===== src/rtl/mag_window_stats.sv =====
// -----------------------------------------------------------------------------
// mag_window_stats
//
// Statistics stage behind the magnitude engine. It accumulates accepted 8-bit
// magnitude samples over a window of N = 2**WIN_LOG2 samples. When a window
// closes it publishes the truncated average and the maximum of that window.
// It also updates a hysteresis alarm from the new average.
//
// Ports:
//   clk         in   system clock, all state on rising edge
//   rst_n       in   asynchronous active-low reset
//   ena         in   global enable; low freezes all state
//   mag_in      in   [7:0] magnitude sample
//   mag_valid   in   mag_in qualifier (accepted when ena=1 and clr=0)
//   clr         in   synchronous window restart (drops same-cycle sample)
//   thr_hi      in   [7:0] alarm set threshold (sampled at window close)
//   thr_lo      in   [7:0] alarm clear threshold (sampled at window close)
//   avg_out     out  [7:0] average of last completed window
//   peak_out    out  [7:0] maximum of last completed window
//   stats_valid out  one-cycle pulse after avg_out/peak_out update
//   alarm       out  hysteresis alarm
//   win_cnt     out  [WIN_LOG2-1:0] samples accepted in current window
// -----------------------------------------------------------------------------
module mag_window_stats #(
    parameter int WIN_LOG2 = 3
) (
    input  logic                clk,
    input  logic                rst_n,
    input  logic                ena,
    input  logic [7:0]          mag_in,
    input  logic                mag_valid,
    input  logic                clr,
    input  logic [7:0]          thr_hi,
    input  logic [7:0]          thr_lo,
    output logic [7:0]          avg_out,
    output logic [7:0]          peak_out,
    output logic                stats_valid,
    output logic                alarm,
    output logic [WIN_LOG2-1:0] win_cnt
);

    localparam int SUM_W = 8 + WIN_LOG2;
    localparam logic [WIN_LOG2-1:0] CNT_LAST = {WIN_LOG2{1'b1}};

    logic [SUM_W-1:0]    sum_reg;
    logic [7:0]          peak_reg;
    logic [WIN_LOG2-1:0] cnt_reg;
    logic [7:0]          avg_reg;
    logic [7:0]          peak_out_reg;
    logic                stats_valid_reg;
    logic                alarm_reg;

    logic                accept;
    logic                close;
    logic [SUM_W-1:0]    sum_next;
    logic [7:0]          peak_next;
    logic [7:0]          avg_next;

    // clr wins over a coincident sample, so it is folded into the qualifier.
    assign accept    = ena & mag_valid & ~clr;
    assign close     = accept & (cnt_reg == CNT_LAST);

    // Running totals including the sample currently on the input.
    assign sum_next  = sum_reg + {{WIN_LOG2{1'b0}}, mag_in};
    assign peak_next = (mag_in > peak_reg) ? mag_in : peak_reg;

    // N*255 fits in SUM_W bits, so the top 8 bits are exactly sum/N.
    assign avg_next  = sum_next[SUM_W-1:WIN_LOG2];

    always_ff @(posedge clk or negedge rst_n) begin
        if (!rst_n) begin
            sum_reg         <= '0;
            peak_reg        <= '0;
            cnt_reg         <= '0;
            avg_reg         <= '0;
            peak_out_reg    <= '0;
            stats_valid_reg <= 1'b0;
            alarm_reg       <= 1'b0;
        end else begin
            // close already carries ena, so a frozen stage never pulses.
            stats_valid_reg <= close;
            if (ena) begin
                if (clr) begin
                    sum_reg  <= '0;
                    peak_reg <= '0;
                    cnt_reg  <= '0;
                end else if (close) begin
                    sum_reg      <= '0;
                    peak_reg     <= '0;
                    cnt_reg      <= '0;
                    avg_reg      <= avg_next;
                    peak_out_reg <= peak_next;
                    // Set threshold is checked first so an inverted
                    // threshold pair still raises the alarm.
                    if (avg_next >= thr_hi) begin
                        alarm_reg <= 1'b1;
                    end else if (avg_next < thr_lo) begin
                        alarm_reg <= 1'b0;
                    end
                end else if (accept) begin
                    sum_reg  <= sum_next;
                    peak_reg <= peak_next;
                    cnt_reg  <= cnt_reg + 1'b1;
                end
            end
        end
    end

    assign avg_out     = avg_reg;
    assign peak_out    = peak_out_reg;
    assign stats_valid = stats_valid_reg;
    assign alarm       = alarm_reg;
    assign win_cnt     = cnt_reg;

endmodule


===== config.mk =====
export PLATFORM = sky130hd
export DESIGN_NAME = mag_window_stats
export DESIGN_NICKNAME = d
export VERILOG_FILES = /design/src/rtl/mag_window_stats.sv
export SDC_FILE = /design/constraint.sdc
export NUM_CORES = 1
export LEC_CHECK = 0
export ABC_AREA = 1
export CAP_MARGIN = 20
export CORE_MARGIN = 2
export CORE_UTILIZATION = 30
export DETAILED_ROUTE_END_ITERATION = 10
export PLACE_DENSITY_LB_ADDON = 0.12
export SKIP_CTS_REPAIR_TIMING = 1
export SLEW_MARGIN = 5
export SYNTH_ARGS = -nofsm -noshare
export SYNTH_HDL_FRONTEND = slang
export SYNTH_SLANG_ARGS = --single-unit
export TNS_END_PERCENT = 100

===== constraint.sdc =====
create_clock -name clk -period 2.6 [get_ports clk]
set_clock_uncertainty 0.1 [all_clocks]
set_input_delay 0.52 -clock clk [delete_from_list [all_inputs] [get_ports clk]]
set_output_delay 0.52 -clock clk [all_outputs]
set_load 0.005 [all_outputs]

==> results.sh <==
export IMPL_r2r_slack_ps=120
export IMPL_synth_xor_area_share_pct=1.88
export IMPL_highest_layer="met4"
export IMPL_ir_drop_v=0.000296
export IMPL_htree_levels=2
export IMPL_synth_yosys_warnings=0
export IMPL_switchingPower_mw=0.684
export IMPL_crit_path_start_kind="register"
export IMPL_synth_ff_type="dfrtp_1"
export IMPL_chipWidth_um=98.3
export IMPL_slew_viol_final=0
export IMPL_die_area_um2=9660
export IMPL_synth_seq_area_share_pct=37.5
export IMPL_cts_sinks=40
export IMPL_reg2reg_to="alarm$_DFFE_PN0P_"
export IMPL_placed_area_um2=3580
export IMPL_clk_path_buf_depth=2
export IMPL_avgViaCountPerCell=4.57
export IMPL_switching_share_pct=34.4
export IMPL_grt_max_degree=41
export IMPL_arrival_ps=2560
export IMPL_worstRegToRegCells=18
export IMPL_fin_total_pwr_mw=1.99
export IMPL_wl_met3_um=285
export IMPL_post_synth_fa_ha_maj_area_fraction_pct=16.2
export IMPL_tightestPinTransition_ps=551
export IMPL_period_needed_ps=2480
export IMPL_clockRootBuffer="clkbuf_8"
export IMPL_p_int_mw=1.31
export IMPL_die_y_um=98.3
export IMPL_synth_compound_gate_area_share_pct=11.8
export IMPL_outcome="finished clean"
export IMPL_syn_inst=331
export IMPL_largest_reg_flops=11
export IMPL_async_reset_ff_share_pct=100
export IMPL_power_frac_clock_pct=22.6
export IMPL_clkSlewWorstSetupHoldPaths_ps=90
export IMPL_maxCapViolations=0
export IMPL_hold_viol_final=0
export IMPL_synth_edff_count=0
export IMPL_muxShareOfSynthArea_pct=0
export IMPL_finalWirelength_mm=6.88
export IMPL_dr_pass1_iters=4
export IMPL_synth_nets=394
export IMPL_syn_avg_cell_area_um2=8.06
export IMPL_seqPwrFrac_pct=35.4
export IMPL_wl_per_cell_um=12.8
export IMPL_dp_hpwl_mm=5.02
export IMPL_whs_ps=189
export IMPL_first_global_vias=2355
export IMPL_drc_errors=0
export IMPL_start_util_pct=30.7
export IMPL_nets=493
export IMPL_combPwrFrac_pct=42.0
export IMPL_dr_wl_met2_mm=3.17
export IMPL_synth_top_area_share_pct=37.5
export IMPL_synth_top_area_cell="dfrtp_1"
export IMPL_critPathCaptureType="register"
export IMPL_grt_pass1_wl_mm=11.2
export IMPL_p_per_area_nw_per_um2=510
export IMPL_reg2reg_from="sum_reg[0]$_DFFE_PN0P_"
export IMPL_crit_fanout=3
export IMPL_ant_nets=0
export IMPL_met1Wirelength_mm=3.34
export IMPL_syn_cell_area_um2=2670
export IMPL_place_congestion=0.877
export IMPL_tns_ps=0
export IMPL_grt_antenna_before_repair=0
export IMPL_required_ps=2680
export IMPL_num_io_pins=50
export IMPL_power_leakage_nw=2.03
export IMPL_clk_latency_ps=290
export IMPL_max_freq_ghz=0.403
export IMPL_max_slew_margin_rel_pct=63.3
export IMPL_yosysMostFrequentCell="nand2_1"
export IMPL_rows=34
export IMPL_drive_gt1_share_pct=22.5
export IMPL_synth_top_family_by_area="simple AND/OR/NAND/NOR gates"
export IMPL_syn_to_final_growth_pct=46.4
export IMPL_hold_class="in -> async"
export IMPL_overflow=0
export IMPL_antenna_cells=0
export IMPL_final_cell_area_um2=3910
export IMPL_vias=2464
export IMPL_cts_tree="yes"
export IMPL_synth_simple_area_share_pct=24.5
export IMPL_cts_buffers=5
export IMPL_drt_initial_drc_count=103
export IMPL_io_buffer_count=49
export IMPL_synth_area_leaders="dfrtp_1, ha_1, nand2_1"
export IMPL_ys_ff_latch=40
export IMPL_path_class="reg -> reg"
export IMPL_synthTopCellsByCount="nand2_1, inv_1, dfrtp_1"
export IMPL_grt_usage_pct=14.3
export IMPL_synth_cell_types=36
export IMPL_min_period_over_period_pct=95.4
export IMPL_setup_viol=0
export IMPL_core_area_um2=8680
==> layout make-up <==
class                           count  area [um2]
Sequential cell                    40        1000
Timing Repair Buffer               97         866
Inverter                           51         194
Tap cell                          108         135
Clock inverter                      1        7.51
Multi-Input combinational cell    235        1620
Fill cell                         896        4770
Clock buffer                        7        86.3
==> cell families after synthesis <==
group,count (synthesis)
and+or+nand+nor,144
adders and majority gates,34
AOI/OAI and AO/OA,53
DFF,40
buffers and inverters,56
xor gates and xnor gates,4
==> worst max-delay path: stages (launching register included) <==
cell and delay (ps):
dfrtp_1 390, ha_2 210, fa_2 370, nand3_2 90, nand2_2 70, nand2_2 80, nand2_1 50, nand2_1 80
nand2_1 60, nand2_1 70, nand2_2 80, inv_4 80, ha_4 200, a21oi_2 110, o21ai_1 80, nand2_1 60
o2111ai_1 90, nand2_1 70, nand2_1 50
==> per-layer routing <==
layer	global-route usage, %	up-vias
met4	3.48	0
met3	2.22	4
met1	19.8	1125
li1	-	1281
met2	23.5	54
met5	0	-
==> through the flow <==
stage                     utilization, %  worst slack [ps]  cells
final                               45.0               118    539
after global routing                45.0             -19.4    539
after CTS                           42.3              -291    532
after detailed placement            41.2              -597    524
after global placement              41.2              -571    524
after floorplan                        -              1.39    331
==> power by group through the flow <==
stage / clock (mW) / combinational [mW] / sequential (mW)
CTS: 0.475 / 0.733 / 0.700
global placement: 0 / 0.723 / 0.710
finish: 0.450 / 0.836 / 0.705
global route: 0.492 / 0.944 / 0.712
detailed placement: 0 / 0.727 / 0.711
floorplan: 0 / 0.406 / 0.706
==> worst max path at each step <==
stage | startpoint | to | slack (ps) | cells past startpoint
5_1_grt | sum_reg[0]$_DFFE_PN0P_ | alarm$_DFFE_PN0P_ | -20 | 18
6_report | sum_reg[0]$_DFFE_PN0P_ | alarm$_DFFE_PN0P_ | 120 | 18
2_1_floorplan | mag_in[0] | alarm$_DFFE_PN0P_ | 1 | 14
4_1_cts | mag_in[0] | alarm$_DFFE_PN0P_ | -290 | 15
3_3_place_gp | mag_in[0] | alarm$_DFFE_PN0P_ | -570 | 18
3_5_place_dp | mag_in[0] | alarm$_DFFE_PN0P_ | -600 | 15
==> layout by cell type, fill, tap and decap left out, types with 2 or more instances in the layout <==
cell | netlist | final
a21oi_1 | 16 | 12
nand2_2 | 1 | 5
nand3_1 | 27 | 26
nand2_1 | 93 | 89
clkbuf_8 | 0 | 6
inv_1 | 48 | 46
dfrtp_1 | 40 | 40
nand3_2 | 1 | 2
clkdlybuf4s50_1 | 0 | 40
xor2_2 | 2 | 3
inv_2 | 3 | 4
a22o_1 | 4 | 4
nand4_2 | 2 | 2
dlymetal6s2s_1 | 0 | 8
o21ai_0 | 17 | 15
o21ai_1 | 6 | 8
ha_4 | 0 | 9
a21oi_2 | 1 | 5
buf_4 | 0 | 48
ha_1 | 33 | 23
nand3b_1 | 8 | 8
nor2_1 | 6 | 4
nor2_2 | 1 | 3
(Power assumes the default switching activity.)
